[config.mk]
export PLATFORM = sky130hd
export DESIGN_NAME = time_entry_loader
export DESIGN_NICKNAME = d
export VERILOG_FILES = /design/src/rtl/time_entry_loader_pkg.sv /design/src/rtl/time_entry_loader_key_edge_detect.sv /design/src/rtl/time_entry_loader.sv
export SDC_FILE = /design/constraint.sdc
export NUM_CORES = 1
export LEC_CHECK = 0
export BUFFER_PORTS_ARGS = -buffer_cell sky130_fd_sc_hd__buf_2
export CORE_MARGIN = 5
export CORE_UTILIZATION = 55
export DETAILED_ROUTE_END_ITERATION = 7
export MAX_ROUTING_LAYER = met4
export PLACE_DENSITY = 0.87
export SLEW_MARGIN = 20
export SYNTH_ARGS = -nofsm -noshare
export SYNTH_HDL_FRONTEND = slang
export SYNTH_SLANG_ARGS = --single-unit
[constraint.sdc]
create_clock -name clock -period 6 [get_ports clock]
set_clock_uncertainty 0.15 [all_clocks]
set_input_delay 0.3 -clock clock [delete_from_list [all_inputs] [get_ports clock]]
set_output_delay 0.3 -clock clock [all_outputs]
set_load 0.03 [all_outputs]
[src/rtl/time_entry_loader_pkg.sv]
// Shared types and constants for the oven-timer keypad entry front end.
// Latency: n/a (declarations only).
// Backpressure: n/a (declarations only).
package time_entry_loader_pkg;

  // Width of one BCD digit.
  localparam int BCD_W = 4;

  // Default sizing of the entry register and the seconds-tens limit.
  localparam int               MAX_DIGITS_DEF   = 3;
  localparam logic [BCD_W-1:0] MAX_SEC_TENS_DEF = 4'd5;

  // Default key codes for the two command keys; 0-9 are digit keys.
  localparam logic [3:0] KEY_CLEAR_DEF = 4'hA;
  localparam logic [3:0] KEY_START_DEF = 4'hB;

  // Controller states.
  typedef enum logic [1:0] {
    ST_IDLE  = 2'd0,
    ST_ENTRY = 2'd1,
    ST_LOAD  = 2'd2,
    ST_RUN   = 2'd3
  } state_t;

  // M:SS entry register, most significant digit first.
  typedef struct packed {
    logic [BCD_W-1:0] min_ones;
    logic [BCD_W-1:0] sec_tens;
    logic [BCD_W-1:0] sec_ones;
  } entry_t;

  // True for the ten digit keys.
  function automatic logic is_digit_code(input logic [3:0] code);
    return (code <= 4'd9);
  endfunction

endpackage

[src/rtl/time_entry_loader_key_edge_detect.sv]
// Turns the held key_valid level into a single key_event pulse with its code.
// Latency: key_event is combinational in the cycle key_valid first reads high.
// Backpressure: none; a held key yields exactly one event until released.
module key_edge_detect
  import time_entry_loader_pkg::*;
(
  input  logic       clock,
  input  logic       clrn,
  input  logic       key_valid,
  input  logic [3:0] key_code,
  output logic       key_event,
  output logic [3:0] key_dat
);

  logic key_valid_q;

  // Remember last cycle's key level so a rising edge can be spotted.
  always_ff @(posedge clock or negedge clrn) begin
    if (!clrn) begin
      key_valid_q <= 1'b0;
    end else begin
      key_valid_q <= key_valid;
    end
  end

  // Event fires only on the 0->1 transition; the code is taken in that same cycle.
  always_comb begin
    key_event = key_valid & ~key_valid_q;
    key_dat   = key_code;
  end

endmodule

[src/rtl/time_entry_loader.sv]
// Keypad front end: shifts BCD digits into M:SS, loads the countdown chain, runs it.
// Latency: every output is registered; a key takes effect on the edge that first sees it.
// Backpressure: none; keys that do not apply in the current state are dropped.
module time_entry_loader
  import time_entry_loader_pkg::*;
#(
  parameter int               MAX_DIGITS   = MAX_DIGITS_DEF,
  parameter logic [BCD_W-1:0] MAX_SEC_TENS = MAX_SEC_TENS_DEF,
  parameter logic [3:0]       KEY_CLEAR    = KEY_CLEAR_DEF,
  parameter logic [3:0]       KEY_START    = KEY_START_DEF
) (
  input  logic             clock,
  input  logic             clrn,
  input  logic             key_valid,
  input  logic [3:0]       key_code,
  input  logic             zero,
  output logic [BCD_W-1:0] sec_ones,
  output logic [BCD_W-1:0] sec_tens,
  output logic [BCD_W-1:0] min_ones,
  output logic             loadn,
  output logic             en,
  output logic             err,
  output logic [1:0]       digit_cnt
);

  localparam logic [1:0] MAX_CNT = 2'(MAX_DIGITS);

  // Key event from the edge detector.
  logic       key_event;
  logic [3:0] key_dat;

  key_edge_detect u_key_edge (
    .clock     (clock),
    .clrn      (clrn),
    .key_valid (key_valid),
    .key_code  (key_code),
    .key_event (key_event),
    .key_dat   (key_dat)
  );

  // Decoded key classes, each qualified by the event pulse.
  logic ev_digit;
  logic ev_clear;
  logic ev_start;

  // Sort the event into digit / CLEAR / START; anything else matches none.
  always_comb begin
    ev_digit = key_event & is_digit_code(key_dat);
    ev_clear = key_event & (key_dat == KEY_CLEAR);
    ev_start = key_event & (key_dat == KEY_START);
  end

  // State, entry and output registers.
  state_t     state_q,     state_d;
  entry_t     entry_q,     entry_d;
  logic [1:0] cnt_q,       cnt_d;
  logic       loadn_q,     loadn_d;
  logic       en_q,        en_d;
  logic       err_q,       err_d;
  // High only in the first RUN cycle, while the chain is still settling from the load.
  logic       run_first_q, run_first_d;

  // START is accepted only for a legal, non-empty time.
  logic start_ok;

  // Judge the current entry: seconds-tens in range and not 0:00.
  always_comb begin
    start_ok = (entry_q.sec_tens <= MAX_SEC_TENS) && (entry_q != '0);
  end

  // Next-state, entry update and registered-output decode.
  always_comb begin
    state_d     = state_q;
    entry_d     = entry_q;
    cnt_d       = cnt_q;
    err_d       = 1'b0;
    run_first_d = 1'b0;

    unique case (state_q)
      ST_IDLE: begin
        // First digit starts a fresh entry; command keys do nothing here.
        if (ev_digit) begin
          entry_d          = '0;
          entry_d.sec_ones = key_dat;
          cnt_d            = 2'd1;
          state_d          = ST_ENTRY;
        end
      end

      ST_ENTRY: begin
        if (ev_digit) begin
          // Shift left while room remains; a digit past the limit is dropped.
          if (cnt_q < MAX_CNT) begin
            entry_d.min_ones = entry_q.sec_tens;
            entry_d.sec_tens = entry_q.sec_ones;
            entry_d.sec_ones = key_dat;
            cnt_d            = cnt_q + 2'd1;
          end
        end else if (ev_clear) begin
          entry_d = '0;
          cnt_d   = 2'd0;
          state_d = ST_IDLE;
        end else if (ev_start) begin
          if (start_ok) begin
            state_d = ST_LOAD;
          end else begin
            // Illegal time: flag it for one cycle and throw the entry away.
            err_d   = 1'b1;
            entry_d = '0;
            cnt_d   = 2'd0;
            state_d = ST_IDLE;
          end
        end
      end

      ST_LOAD: begin
        // Single-cycle load strobe; the chain captures the digits on this edge.
        state_d     = ST_RUN;
        run_first_d = 1'b1;
      end

      ST_RUN: begin
        // CLEAR wins over zero; zero is not trusted in the first RUN cycle.
        if (ev_clear) begin
          entry_d = '0;
          cnt_d   = 2'd0;
          state_d = ST_IDLE;
        end else if (zero && !run_first_q) begin
          entry_d = '0;
          cnt_d   = 2'd0;
          state_d = ST_IDLE;
        end
      end

      default: begin
        entry_d = '0;
        cnt_d   = 2'd0;
        state_d = ST_IDLE;
      end
    endcase

    // Strobes follow the state being entered, so they line up with it exactly.
    loadn_d = (state_d != ST_LOAD);
    en_d    = (state_d == ST_RUN);
  end

  // Register everything; reset forces the chain idle (loadn high, en low) at once.
  always_ff @(posedge clock or negedge clrn) begin
    if (!clrn) begin
      state_q     <= ST_IDLE;
      entry_q     <= '0;
      cnt_q       <= 2'd0;
      loadn_q     <= 1'b1;
      en_q        <= 1'b0;
      err_q       <= 1'b0;
      run_first_q <= 1'b0;
    end else begin
      state_q     <= state_d;
      entry_q     <= entry_d;
      cnt_q       <= cnt_d;
      loadn_q     <= loadn_d;
      en_q        <= en_d;
      err_q       <= err_d;
      run_first_q <= run_first_d;
    end
  end

  // Drive the chain and status outputs straight from registers.
  always_comb begin
    min_ones  = entry_q.min_ones;
    sec_tens  = entry_q.sec_tens;
    sec_ones  = entry_q.sec_ones;
    digit_cnt = cnt_q;
    loadn     = loadn_q;
    en        = en_q;
    err       = err_q;
  end

endmodule

==> impl_metrics.env, run 1 <==
export IMPL_core_um2=1900
export IMPL_overflow=0
export IMPL_antennaDiodeCount=0
export IMPL_fin_crit_sh_pct=37.6
export IMPL_synthesis_nets=108
export IMPL_maxSlewHeadroom_pct=67.5
export IMPL_ios=25
export IMPL_critPathMaxFanout=14
export IMPL_die_y_um=54.0
export IMPL_gp_congestion=0.770
export IMPL_status="finished clean"
export IMPL_grt_pass1_wl_um=3370
export IMPL_drc=0
export IMPL_htree_levels=1
export IMPL_nets=137
export IMPL_vias_per_cell=5.32
export IMPL_cts_root_buf="clkbuf_4"
export IMPL_cts_buffers=3
export IMPL_worstSetupPathType="input port to flip-flop"
export IMPL_start_util_pct=55.9
export IMPL_rsz0062_at_grt="false"
export IMPL_ys_seq_area_share_pct=49.5
export IMPL_p_leak_nw=0.705
export IMPL_first_pass_iters=4
export IMPL_arrival_ns=2.31
export IMPL_pre_cts_ws_ns=3.81
export IMPL_grt_max_degree=22
export IMPL_ys_top_cells_by_area="dfrtp_1 (47%), mux2i_1 (8.5%), inv_1 (4.6%)"
export IMPL_syn_area_um2=1060
export IMPL_crit_required_ns=6.06
export IMPL_place_hpwl_um=1580
export IMPL_fp_dieW_um=54.0
export IMPL_core_rowCount=16
export IMPL_tritoncts="yes"
export IMPL_period_needed_ns=2.26
export IMPL_antenna_found_initial=0
export IMPL_multi_input_area_um2=469
export IMPL_fillers=155
export IMPL_ff2ff_setup_slack_ns=3.77
export IMPL_yosys_top_cells_count="dfrtp_1 (20), inv_1 (13), nand2_1 (13)"
export IMPL_die_area_um2=2910
export IMPL_crit_start="key_valid"
export IMPL_wirelength_um=2110
export IMPL_synth_cell_types=32
export IMPL_peakVddDrop_mv=0.234
export IMPL_grt_usage_pct=17.0
export IMPL_synth_edff_count=0
export IMPL_clk_transition_reported_paths_ns=0.12
export IMPL_yosysTopAreaCell="dfrtp_1"
export IMPL_fin_ws_ns=3.74
export IMPL_hp_start="key_code[0]"
export IMPL_setup_tns_ns=0
export IMPL_maxCapViolCount=0
export IMPL_seqCellArea_um2=527
export IMPL_clk_latency_ns=0.31
export IMPL_finalPower_mw=0.503
export IMPL_vias=820
export IMPL_yosysWarnings=0
export IMPL_cts_resized=0
export IMPL_drive_gt1_share_pct=26.8
export IMPL_tightest_slew_ns=0.486
export IMPL_setup_viol=0
export IMPL_cts_setup_buffers=0
export IMPL_synthArstFlopShare_pct=100
export IMPL_first_iter_violations=18
export IMPL_drtAntennaViolNets=0
export IMPL_slew_violations=0
export IMPL_hold_viol=0
export IMPL_synth_seq_cells=21
export IMPL_grt_pass1_vias=782
export IMPL_wl_per_cell_um=13.7
export IMPL_synth_ff_type="dfrtp_1"
export IMPL_cts_sinks=21
export IMPL_r2r_start="state_q[0]$_DFF_PN0_"
export IMPL_syn2layout_area_growth_pct=17.2
export IMPL_syn_avg_cell_area_um2=10.7
export IMPL_start_kind="input port"
export IMPL_yosysMostFrequentCell="dfrtp_1"
export IMPL_synth_top_area_share_pct=47.1
export IMPL_hp_class="input port to flip-flop"
export IMPL_endpoint_kind="flip-flop"
export IMPL_power_density_nw_per_um2=404
export IMPL_port_buffer_count=24
export IMPL_synthCells=99
export IMPL_cts_buffer_depth=2
export IMPL_max_freq_ghz=0.443
power breakdown:
part / internal [mW] / switching, mW / total, mW
sequential: 0.170 / 0.0316 / 0.201
clock: 0.0249 / 0.0432 / 0.0682
combinational: 0.0890 / 0.145 / 0.234
total: 0.284 / 0.220 / 0.503
cell families after synthesis:
group / Yosys count / share of synthesized area (%)
adders and majority gates: 1 / 1.18
and+or+nand+nor: 36 / 19.1
DFF: 21 / 49.5
AOI/OAI and AO/OA: 12 / 9.76
muxes: 14 / 14.1
buffers and inverters: 15 / 6.35
what timing repair did:
action | CTS | global route
endpoints found under the setup margin | 0 | 0
endpoints found under the hold margin | 21 | 0
hold buffers | 2 | 0
critical path: stages:
cell and delay, ns:
dlygate4sd3_1 0.52, buf_2 0.13, nand4bb_1 0.20, nor2_1 0.45, a22oi_4 0.11, nand3_4 0.25, mux2_1 0.36
routing by layer:
layer / vias to the layer above / GRT usage, % / part of all wire [%]
met5: - / - / 0
met4: 0 / 10.4 / 2.4
met3: 7 / 3.88 / 4.7
met2: 23 / 26.2 / 49
met1: 388 / 20.0 / 44
li1: 402 / - / -
layout make-up:
cell class | instances | share of cell area, %
clock buffers | 3 | 1.81
flip-flops and latches | 21 | 42.3
inverters | 13 | 3.92
repair buffers | 26 | 11.2
clock inverters | 1 | 0.402
multi-input cells | 63 | 37.7
well taps | 27 | 2.71
cells in the final DEF, fill, tap and decap left out, drive strengths merged, types with 2 or more instances in the layout:
cell,n
nor3,6
dlygate4sd3,2
a21oi,3
nor4,2
o21ai,2
clkbuf,3
mux2,5
nand2,13
dfrtp,20
inv,13
nor2,3
nand3,3
and3,2
mux2i,9
buf,24
final timing paths:
kind                                            end  cells past startpoint
max in group asynchronous           loadn$_DFF_PN1_                      2
setup reg to reg            sec_tens[0]$_DFFE_PN0P_                      5
setup / recovery            sec_tens[0]$_DFFE_PN0P_                      7
hold / removal              sec_ones[0]$_DFFE_PN0P_                      3
hold reg to reg            digit_cnt[1]$_DFFE_PN0P_                      2
min in group asynchronous   min_ones[2]$_DFFE_PN0P_                      2
registers in the layout (all words and copies together) (netlist names):
| register | count |
|---|---|
| en | 1 |
| digit_cnt | 2 |
| err | 1 |
| loadn | 1 |
| sec_ones | 4 |
| min_ones | 4 |
| sec_tens | 4 |
| state_q | 2 |
| run_first_q | 1 |
| u_key_edge.key_valid_q | 1 |
through the flow:
step / cells / instance area [um2] / util [%] / hold WS [ns]
after CTS: 154 / 1250 / 65.5 / 0.106
after floorplan: 99 / 1060 / - / -0.146
after global placement: 148 / 1200 / 63.0 / 0.119
after global routing: 154 / 1250 / 65.5 / 0.116
final: 154 / 1250 / 65.5 / 0.109
after detailed placement: 148 / 1200 / 63.0 / 0.123
Power figures use the tool's default switching activity.
==> run 2: changes to the inputs <==
--- a/config.mk
+++ b/config.mk
@@ -5,12 +5,13 @@
 export SDC_FILE = /design/constraint.sdc
 export NUM_CORES = 1
 export LEC_CHECK = 0
+export ABC_AREA = 1
 export BUFFER_PORTS_ARGS = -buffer_cell sky130_fd_sc_hd__buf_2
 export CORE_MARGIN = 5
-export CORE_UTILIZATION = 55
+export CORE_UTILIZATION = 52
 export DETAILED_ROUTE_END_ITERATION = 7
 export MAX_ROUTING_LAYER = met4
-export PLACE_DENSITY = 0.87
+export PLACE_DENSITY = 0.83
 export SLEW_MARGIN = 20
 export SYNTH_ARGS = -nofsm -noshare
 export SYNTH_HDL_FRONTEND = slang
==> constraint.sdc (replaced) <==
create_clock -name clock -period 2.2 [get_ports clock]
set_clock_uncertainty 0.15 [all_clocks]
set_input_delay 0.11 -clock clock [delete_from_list [all_inputs] [get_ports clock]]
set_output_delay 0.11 -clock clock [all_outputs]
set_load 0.03 [all_outputs]
==> run 2 against run 1 <==
- routed wire length grew 4.5%
- synthesized cell count increased by 43%
- die area up 11%
- design area increased by 5.3%
- critical endpoint is now sec_ones[0]$_DFFE_PN0P_
==> impl_metrics.env, run 2 <==
export IMPL_status="finished clean"
export IMPL_first_iter_violations=26
export IMPL_yosysTopAreaCell="dfrtp_1"
export IMPL_gp_congestion=0.862
export IMPL_drive_gt1_share_pct=24.3
export IMPL_synth_edff_count=0
export IMPL_ys_top_cells_by_area="dfrtp_1 (44%), nand2_1 (13%), nand3_1 (7.5%)"
export IMPL_arrival_ns=1.80
export IMPL_rsz0062_at_grt="false"
export IMPL_cts_root_buf="clkbuf_4"
export IMPL_path_delay_family="simple AND/OR/NAND/NOR gates"
export IMPL_start_util_pct=52.9
export IMPL_dpl_cell_count=191
export IMPL_grt_max_degree=22
export IMPL_crit_required_ns=2.25
export IMPL_hp_class="input port to flip-flop"
export IMPL_nets=179
export IMPL_mostFrequentLayoutCell="nand2_1"
export IMPL_setup_tns_ns=0
export IMPL_cts_buffer_depth=2
export IMPL_overflow=0
export IMPL_wirelength_um=2200
export IMPL_maxCapViolCount=0
export IMPL_synthCells=142
export IMPL_maxSlewHeadroom_pct=70.7
export IMPL_port_buffer_count=24
export IMPL_die_area_um2=3220
export IMPL_slowest_stage="dlygate4sd3_1"
export IMPL_antenna_found_initial=0
export IMPL_path_buf_inv=3
export IMPL_seqCellArea_um2=527
export IMPL_place_hpwl_um=1710
export IMPL_synth_ff_type="dfrtp_1"
export IMPL_htree_levels=1
export IMPL_synthArstFlopShare_pct=100
export IMPL_place_area_um2=1270
export IMPL_max_freq_ghz=0.571
export IMPL_period_needed_ns=1.75
export IMPL_slew_violations=0
export IMPL_yosys_top_cells_count="nand2_1 (38), dfrtp_1 (20), nor2_1 (19)"
export IMPL_ios=25
export IMPL_fin_crit_sh_pct=79.6
export IMPL_setup_viol=0
export IMPL_path_cells="dlygate4sd3_1 > buf_2 > inv_1 > nor2_4 > nand2_1 > nand3_1 > nand2_2 > nor2_8 > nand2_4 > nand2_1 > nand2_1"
export IMPL_yosysWarnings=0
export IMPL_vias_per_cell=5.02
export IMPL_syn_avg_cell_area_um2=8.01
export IMPL_drc=0
export IMPL_max_stage_delay_ns=0.52
export IMPL_grt_pass1_wl_um=3930
export IMPL_synth_cell_types=23
export IMPL_drtAntennaViolNets=0
export IMPL_fp_dieW_um=56.8
export IMPL_worstSetupPathType="input port to flip-flop"
export IMPL_yosysMostFrequentCell="nand2_1"
export IMPL_vias=988
export IMPL_endpoint_kind="flip-flop"
export IMPL_critPathMaxFanout=15
export IMPL_final_cell_mix="nand2_1 (38), buf_2 (24), dfrtp_1 (20), nor2_1 (19), inv_1 (18)"
export IMPL_fillers=195
export IMPL_peakVddDrop_mv=0.550
export IMPL_hold_viol=0
export IMPL_core_rowCount=17
export IMPL_cts_resized=0
export IMPL_fin_cells=197
export IMPL_first_pass_iters=4
export IMPL_die_y_um=56.8
export IMPL_antennaDiodeCount=0
export IMPL_cpMostUsedCell="nand2_1"
export IMPL_synth_top_area_share_pct=44.0
export IMPL_grt_pass1_vias=938
export IMPL_cts_buffers=3
export IMPL_wl_per_cell_um=11.2
export IMPL_syn_area_um2=1140
export IMPL_tritoncts="yes"
export IMPL_ys_seq_area_share_pct=46.3
export IMPL_syn2layout_area_growth_pct=15.4
export IMPL_core_um2=2150
export IMPL_grt_usage_pct=15.9
export IMPL_clk_latency_ns=0.30
export IMPL_clk_transition_reported_paths_ns=0.11
export IMPL_stdcell_area_um2=1310
export IMPL_cts_sinks=21
export IMPL_p_leak_nw=0.760
export IMPL_multi_input_area_um2=513
export IMPL_power_density_nw_per_um2=1040
export IMPL_synthesis_nets=151
export IMPL_synth_seq_cells=21
export IMPL_tightest_slew_ns=0.440
export IMPL_start_kind="input port"
## run 2: logic make-up (layout without fill, tap and decap cells)
group	after synthesis	count (layout)	share of synthesized area (%)
AND/OR/NAND/NOR	89	89	39.5
adder cells (fa/ha/maj)	1	1	1.10
AO/OA/AOI/OAI	9	9	4.51
flip-flops	21	21	46.3
buffers and inverters	22	49	8.58
## run 2: final timing paths
path                                             startpoint  cells past startpoint                      end  slack (ns)
setup reg to reg           u_key_edge.key_valid_q$_DFF_PN0_                      8  sec_ones[0]$_DFFE_PN0P_        0.50
hold / removal                                  key_code[0]                      4          loadn$_DFF_PN1_        0.05
hold reg to reg                     min_ones[1]$_DFFE_PN0P_                      2  min_ones[1]$_DFFE_PN0P_        0.37
min in group asynchronous                              clrn                      2     state_q[0]$_DFF_PN0_        0.12
max in group asynchronous                              clrn                      2          loadn$_DFF_PN1_        1.44
setup / recovery                                  key_valid                     11  sec_ones[0]$_DFFE_PN0P_        0.45
## run 2: per-stage QoR
| stage | utilization (%) | hold WS [ns] | worst slack (ns) | power, mW |
|---|---|---|---|---|
| floorplan | - | -0.336 | 0.590 | 1.06 |
| global placement | 58.9 | -0.0713 | 0.594 | 1.17 |
| detailed placement | 58.9 | -0.0638 | 0.537 | 1.19 |
| CTS | 61.1 | 0.0463 | 0.479 | 1.37 |
| global route | 61.1 | 0.0582 | 0.338 | 1.47 |
| finish | 61.1 | 0.0485 | 0.449 | 1.36 |
## run 2: repair_timing
item                      in CTS  in global routing
setup buffers                  0                  0
hold endpoints to repair      22                  0
hold buffers                   2                  0
## run 2: worst register-to-register path, stage by stage, from the launching register on
cell     delay, ns
dfrtp_1       0.41
nor2_4        0.18
nand2_1       0.13
nand3_1       0.13
nand2_2       0.10
nor2_8        0.21
nand2_4       0.15
nand2_1       0.09
nand2_1       0.05
## run 2: power by group
part / leakage, nW / internal (mW) / switching (mW)
Combinational: 0.465 / 0.190 / 0.449
Clock: 0.0150 / 0.0706 / 0.109
Sequential: 0.280 / 0.458 / 0.0836
## run 2: area by class of cell
class	instances	share of cell area (%)
flip-flops and latches	21	40.1
inverters	19	5.43
repair buffers	26	10.7
multi-input cells	99	39.1
well taps	28	2.67
clock buffers	4	2.00
## run 2: per-layer routing
metal	vias to the layer above	part of all wire [%]	GRT usage [%]
met3	4	5.0	3.22
li1	497	-	-
met1	464	46	19.6
met5	-	0	-
met2	23	47	25.4
met4	0	1.7	6.62
